==> config.mk <==
export PLATFORM = sky130hd
export DESIGN_NAME = uart_rx
export DESIGN_NICKNAME = d
export VERILOG_FILES = /design/src/rtl/uart_pkg.sv /design/src/rtl/uart_rx_sync.sv /design/src/rtl/uart_rx.sv
export SDC_FILE = /design/constraint.sdc
export NUM_CORES = 1
export LEC_CHECK = 0
export ABC_CLOCK_PERIOD_IN_PS = 4150
export CAP_MARGIN = 25
export CORE_UTILIZATION = 61
export DETAILED_ROUTE_END_ITERATION = 12
export PLACE_DENSITY = 0.83
export SLEW_MARGIN = 20
export SYNTH_ARGS = -nofsm -noshare
export SYNTH_HDL_FRONTEND = slang
export SYNTH_HIERARCHICAL = 1
export SYNTH_SLANG_ARGS = --single-unit
==> constraint.sdc <==
create_clock -name clk -period 4.15 [get_ports clk]
set_input_delay 1.245 -clock clk [delete_from_list [all_inputs] [get_ports clk]]
set_output_delay 1.245 -clock clk [all_outputs]
set_load 0.02 [all_outputs]
==> src/rtl/uart_pkg.sv <==
// Shared UART definitions: receiver/transmitter FSM state encoding and
// the clocks-per-bit derivation both directions must agree on.
package uart_pkg;

  typedef enum logic [1:0] {
    ST_IDLE  = 2'd0,
    ST_START = 2'd1,
    ST_DATA  = 2'd2,
    ST_STOP  = 2'd3
  } uart_state_e;

  function automatic int unsigned uart_div(input int unsigned clk_freq,
                                           input int unsigned baud_rate);
    return clk_freq / baud_rate;
  endfunction

  function automatic int unsigned uart_half(input int unsigned clk_freq,
                                            input int unsigned baud_rate);
    return uart_div(clk_freq, baud_rate) / 2;
  endfunction

endpackage

==> src/rtl/uart_rx_sync.sv <==
// Two-flop synchronizer for asynchronous inputs; resets to all ones so an
// idle-high line does not look like activity coming out of reset.
module uart_rx_sync #(
  parameter int unsigned WIDTH = 1
) (
  input  logic             clk,
  input  logic             reset,
  input  logic [WIDTH-1:0] d_i,
  output logic [WIDTH-1:0] q_o
);

  logic [WIDTH-1:0] meta_q;
  logic [WIDTH-1:0] sync_q;

  always_ff @(posedge clk) begin
    if (!reset) begin
      meta_q <= '1;
      sync_q <= '1;
    end else begin
      meta_q <= d_i;
      sync_q <= meta_q;
    end
  end

  assign q_o = sync_q;

endmodule

==> src/rtl/uart_rx.sv <==
// 8N1 UART receiver: centre-sampling bit FSM feeding a single-entry
// valid/ready output register that never back-pressures the line.
module uart_rx
  import uart_pkg::*;
#(
  parameter int unsigned CLK_FREQ  = 50000000,
  parameter int unsigned BAUD_RATE = 115200
) (
  input  logic       clk,
  input  logic       reset,
  input  logic       uart_rxd,
  output logic [7:0] rx_data,
  output logic       rx_valid,
  input  logic       rx_ready,
  output logic       frame_err,
  output logic       overrun
);

  localparam int unsigned DIV     = uart_div(CLK_FREQ, BAUD_RATE);
  localparam int unsigned HALF    = uart_half(CLK_FREQ, BAUD_RATE);
  localparam logic [15:0] DIV_M1  = 16'(DIV - 1);
  localparam logic [15:0] HALF_M1 = 16'(HALF - 1);

  logic        rx_s;
  logic        rx_h_q;
  logic        fall;
  uart_state_e state_q;
  logic [15:0] cnt_q;
  logic [2:0]  bit_idx_q;
  logic [7:0]  shift_q;
  logic        stop_smp;
  logic        deliver;
  logic [7:0]  rx_data_q;
  logic        rx_valid_q;
  logic        frame_err_q;
  logic        overrun_q;

  uart_rx_sync #(.WIDTH(1)) u_sync (
    .clk   (clk),
    .reset (reset),
    .d_i   (uart_rxd),
    .q_o   (rx_s)
  );

  always_ff @(posedge clk) begin
    if (!reset) rx_h_q <= 1'b1;
    else        rx_h_q <= rx_s;
  end

  assign fall     = rx_h_q & ~rx_s;
  assign stop_smp = (state_q == ST_STOP) && (cnt_q == DIV_M1);
  assign deliver  = stop_smp & rx_s;

  always_ff @(posedge clk) begin
    if (!reset) begin
      state_q   <= ST_IDLE;
      cnt_q     <= '0;
      bit_idx_q <= '0;
    end else begin
      case (state_q)
        ST_IDLE: begin
          // Only a 1->0 transition arms; a held-low break cannot restart.
          if (fall) begin
            state_q <= ST_START;
            cnt_q   <= '0;
          end
        end
        ST_START: begin
          if (cnt_q == HALF_M1) begin
            cnt_q     <= '0;
            bit_idx_q <= '0;
            state_q   <= rx_s ? ST_IDLE : ST_DATA;
          end else begin
            cnt_q <= cnt_q + 16'd1;
          end
        end
        ST_DATA: begin
          if (cnt_q == DIV_M1) begin
            cnt_q     <= '0;
            bit_idx_q <= bit_idx_q + 3'd1;
            if (bit_idx_q == 3'd7) state_q <= ST_STOP;
          end else begin
            cnt_q <= cnt_q + 16'd1;
          end
        end
        ST_STOP: begin
          if (cnt_q == DIV_M1) begin
            cnt_q   <= '0;
            state_q <= ST_IDLE;
          end else begin
            cnt_q <= cnt_q + 16'd1;
          end
        end
        default: state_q <= ST_IDLE;
      endcase
    end
  end

  // LSB arrives first, so shifting right leaves bit 0 in place after eight bits.
  always_ff @(posedge clk) begin
    if ((state_q == ST_DATA) && (cnt_q == DIV_M1)) shift_q <= {rx_s, shift_q[7:1]};
  end

  always_ff @(posedge clk) begin
    if (!reset) begin
      rx_data_q   <= '0;
      rx_valid_q  <= 1'b0;
      frame_err_q <= 1'b0;
      overrun_q   <= 1'b0;
    end else begin
      frame_err_q <= stop_smp & ~rx_s;
      overrun_q   <= deliver & rx_valid_q & ~rx_ready;
      if (deliver && (!rx_valid_q || rx_ready)) begin
        rx_data_q  <= shift_q;
        rx_valid_q <= 1'b1;
      end else if (rx_valid_q && rx_ready) begin
        rx_valid_q <= 1'b0;
      end
    end
  end

  assign rx_data   = rx_data_q;
  assign rx_valid  = rx_valid_q;
  assign frame_err = frame_err_q;
  assign overrun   = overrun_q;

endmodule

# Yosys cells after proc, flatten, opt, wreduce, memory -nomap -nowiden
# Cells that the tools add are included.
[op_classes] addsub=2 bitwise=7 reduce_logical=12 muxes=16 n_eq_ne=11
[ops] cell="16-bit 2-to-1 mux" count=3
[ops] cell="16-bit one-hot mux with 3 select lines" count=1
[ops] cell="16-bit by 1-bit adder with 16-bit output, second input constant" count=1
[ops] cell="16-bit by 8-bit equality test with 1-bit output, second input constant" count=1
[ops] cell="16-bit by 9-bit equality test with 1-bit output, second input constant" count=1
[ops] cell="2-bit 2-to-1 mux" count=6
[ops] cell="2-bit inequality test, second input constant" count=4
[ops] cell="2-bit one-hot mux with 4 select lines" count=1
[ops] cell="3-bit 2-to-1 mux" count=2
[ops] cell="3-bit one-hot mux with 2 select lines" count=1
[ops] cell="1-bit bitwise AND" count=5
[ops] cell="5-bit AND reduction" count=1
[ops] cell="2-bit equality test, second input constant" count=2
[ops] cell="1-bit logical AND" count=4
[ops] cell="2-bit nonzero test" count=2
[ops] cell="3-bit by 1-bit adder with 3-bit output, second input constant" count=1
[ops] cell="3-bit equality test, second input constant" count=1
[ops] cell="3-bit AND reduction" count=1
[ops] cell="2-bit by 1-bit equality test with 1-bit output, second input constant" count=1
[ops] cell="2-bit zero test" count=1
[ops] cell="1-bit 2-to-1 mux" count=2
[ops] cell="2-bit by 1-bit inequality test with 1-bit output, second input constant" count=1
[ops] cell="1-bit NOT" count=2
[ops] cell="2-bit OR reduction" count=1
[ops] cell="other kinds (2)" count=2
[totals] output_inout_bits=11 elab_cells=59 regBits=43

# Depth between registers and ports, before layout
[depth] depth_word=5 ltp_mapped=8

# Modules after synthesis
# The synthesis kept the hierarchy.
[by_module_without_submodules] mod="uart_rx" area_each_um2=1861.8 instances=1 cells_each=185
[by_module_without_submodules] mod="uart_rx_sync" area_each_um2=52.6 instances=1 cells_each=4

# Worst setup path after synthesis
# Ideal clock, no wire load.
[synth_timing] path_kind="in2reg" from="input port rx_ready" to="register rx_data_q[0] (netlist: rx_data[0])" setup_time_ns=0.128 n_path_buf=0 setup_slack_ns=1.916 path_stages=5 arrival_ns=2.107 cell_sequence="nand2b_1 nand3_1 nor3_4 mux2i_1 nor2_1"
[synth_between] elab_chain_len=2
[synth_rtl] element="from (decl)" line="uart_rx.sv:14" text="input logic rx_ready,"
[synth_rtl] element="1-bit logical OR" line="uart_rx.sv:113" text="if (deliver && (!rx_valid_q || rx_ready)) begin"
[synth_rtl] element="1-bit logical AND" line="uart_rx.sv:113"
[synth_rtl] element="to (signal assigned)" line="uart_rx.sv:114" text="rx_data_q <= shift_q;"
[synth_rtl] element="to (decl)" line="uart_rx.sv:33" text="logic [7:0] rx_data_q;"
# Every way passes these cells.
# A chain may end at the register's enable or synchronous reset.

# Worst setup path in the final report
[layout_timing] from="register rx_data_q[7] (netlist: rx_data[7])" to="output port rx_data[7]"
[layout_rtl] element="to (decl)" line="uart_rx.sv:12" text="output logic [7:0] rx_data,"
# No word-level cell between the ends.

==> out/results.tsv <==
metric	value	unit
placed insts	228	
die width	58.0	um
Critical Path Start Type	flop	
CTS root buf	clkbuf_4	
Final setup viols	0	
clock sink count	43	
Routed WL	3.47	mm
drt pass-1 iters	8	
final hold vios	0	
Critical Path Fanout Max	2	
ys flop type	dfxtp_1	
flip-flop and latch count after synthesis	43	
VDD IR max	280	uV
Cell Area, Synth	0.00191	mm2
P per Cell Area	337	mW/mm2
Layout Cells excl Fill	236	
syn_nets	198	
CTS Buffer Depth	2	
Required @ worst endpoint	2.90	ns
yosys warns	6	
largest net degree at the start of global routing	22	
H-tree depth	2	
asr flop ratio synth	0	
via count	1455	
vias in the first global route	1353	
Worst Hold Class	flop to flop	
failing checks	DRC	
Yosys top cell by area	dfxtp_1	
Post-CTS Hold Buffers	0	
Final Slew Violations	0	
Avg Cell Area, Syn	10.1	um2
sequential share of power	0.595	
Util after Layout	0.752	
HPWL after DPL	2.49	mm
core footprint	0.00285	mm2
P_int	564	uW
CP delay by family, top	buffers and inverters	
Critical Path Sink Type	primary output	
die area	0.00337	mm2
Synth top cells by count	dfxtp_1, nand2_1, nor2_1	
post-route ant nets	0	
Die H	58.0	um
initial antenna violation count	0	
CP bufs+invs	1	
Initial Util	0.671	
Seq/Total Area, Yosys	0.492	
largest family of logic cells by synthesized area	simple AND/OR/NAND/NOR gates	
Largest stage delay, worst path	0.62	ns
Setup Fix Bufs, Post-CTS	0	
post-synth top area share	0.366	
FILL cells	212	
min Tclk post-route	2.58	ns
outcome	complete, but fails checks	
site row count	19	
combinational power share	0.038	
Register Area	941	um2
GR Util All Layers	0.232	
Synth Area in Compound Gates	0.138	
DRC errors left	2	
EDFF count, synth	8	
Setup WS post-layout	1.57	ns
area occupied by multi-input gates	913	um2
count of cell types in the netlist	41	
Worst slew margin	0.309	
Layout Nets	213	
mux cell area share after synthesis	0.0471	
routability congestion estimate	0.794	
input/output buffers	14	
Synth-to-Final Area Change	12.0	%
RSZ-0062 raised after global routing	false	
slowest CP cell	clkdlybuf4s50_1	
dpl ws	1.23	ns
final period utilization	0.623	
Clk Latency, worst-skew pair	0.36	ns
fmax	0.387	GHz
layout cell share with drive strength beyond 1	0.107	
cell count after synthesis	189	
CTS tree	built	
grt total ovfl	0	
post-synthesis xor/xnor area fraction	0.0229	
drt via density	6.17	
largest cells by area after synthesis	dfxtp_1, edfxtp_1, mux2i_1	
crit-path cells	clkdlybuf4s50_1	
DRT iter0 DRCs	64	
Worst Clk Skew	0.0139	ns
Post-Synth Simple-Gate Area	0.237	
Switch Pwr	158	uW
Sw Ratio	0.219	
post-synthesis adder-cell area fraction	0.0327	
top-count cell post-synth	dfxtp_1	
Avg WL per Cell	14.7	um
wire length of the first global-routing pass	5.94	mm
Worst EP arrival	1.34	ns
power share of the clock group	0.367	
n_diodes	0	
CTS buffer count	5	
Pleak	0.754	nW
post-layout power	722	uW
sum of negative setup slack	0	ns
worst slew pin tran	1.03	ns
num ports	15	
max cap viols	0	
Setup CP Type	flop to primary output	
Post-CTS Resized	0	
clk slew on worst S/H paths	0.13	ns
==> per-layer routing <==
layer	part of all wire	GRT usage
met1	0.43	0.276
met2	0.52	0.406
met3	0.041	0.0692
met4	0.0081	0.0646
met5	0	0
==> through the flow <==
stage          hold slack [ns]  area (um2)
6_report                 0.434        2140
4_1_cts                  0.434        2140
5_1_grt                  0.464        2140
3_3_place_gp             0.395        2060
2_1_floorplan            0.386        1910
3_5_place_dp             0.396        2060
==> path summary, 6_finish.rpt <==
kind	start	to	slack [ns]	depth (start not counted)
worst max-delay path	rx_data[7]	rx_data[7]	1.57	1
worst min register to register	u_sync/meta_q	u_sync/q_o	0.43	1
worst max register to register	u_sync/q_o	cnt_q[9]	2.05	5
worst min-delay path	u_sync/meta_q	u_sync/q_o	0.43	1
==> layout make-up <==
class / instances / area share
clock buffer: 5 / 0.0175
clock inverter: 3 / 0.0204
inverter: 6 / 0.0105
multi-input combinational: 133 / 0.426
sequential: 43 / 0.439
tap: 31 / 0.0181
timing repair buffer: 15 / 0.0688
==> registers in the layout, indices dropped and copies added, names as in the netlist, named ones only <==
register       flops
cnt_q             16
rx_data            8
shift_q            8
bit_idx_q          3
frame_err          1
overrun            1
rx_h_q             1
rx_valid           1
state_q            1
u_sync/meta_q      1
u_sync/q_o         1
==> power groups by stage <==
stage | clock (mW) | sequential (mW) | combinational [mW]
after floorplan | 0 | 0.437 | 0.0199
after global placement | 0 | 0.439 | 0.0262
after detailed placement | 0 | 0.439 | 0.0274
after CTS | 0.268 | 0.430 | 0.0277
after global routing | 0.288 | 0.430 | 0.0302
final | 0.265 | 0.430 | 0.0278
==> cells by family (layout without fill, tap and decap cells) <==
logic type | count (synthesis) | after routing
AO/OA/AOI/OAI | 38 | 38
XOR/XNOR | 5 | 5
adder cells (fa/ha/maj) | 5 | 5
buffers and inverters | 13 | 29
flip-flops | 43 | 43
multiplexers | 9 | 9
AND/OR/NAND/NOR | 76 | 76
==> placed cells by master, fill, tap and decap left out, drive strengths merged, types with 4 or more instances in the layout <==
cell type and count:
ha 5, nor3 5, nand4 4, a21oi 10, a31oi 7, nand2b 4, clkdlybuf4s50 14, dfxtp 35
nor2 17, edfxtp 8, clkbuf 5, inv 6, nand2 17, a41oi 4, nand3 11, mux2i 9
a22o 6
Note: power is estimated with default switching activity, not from simulation.
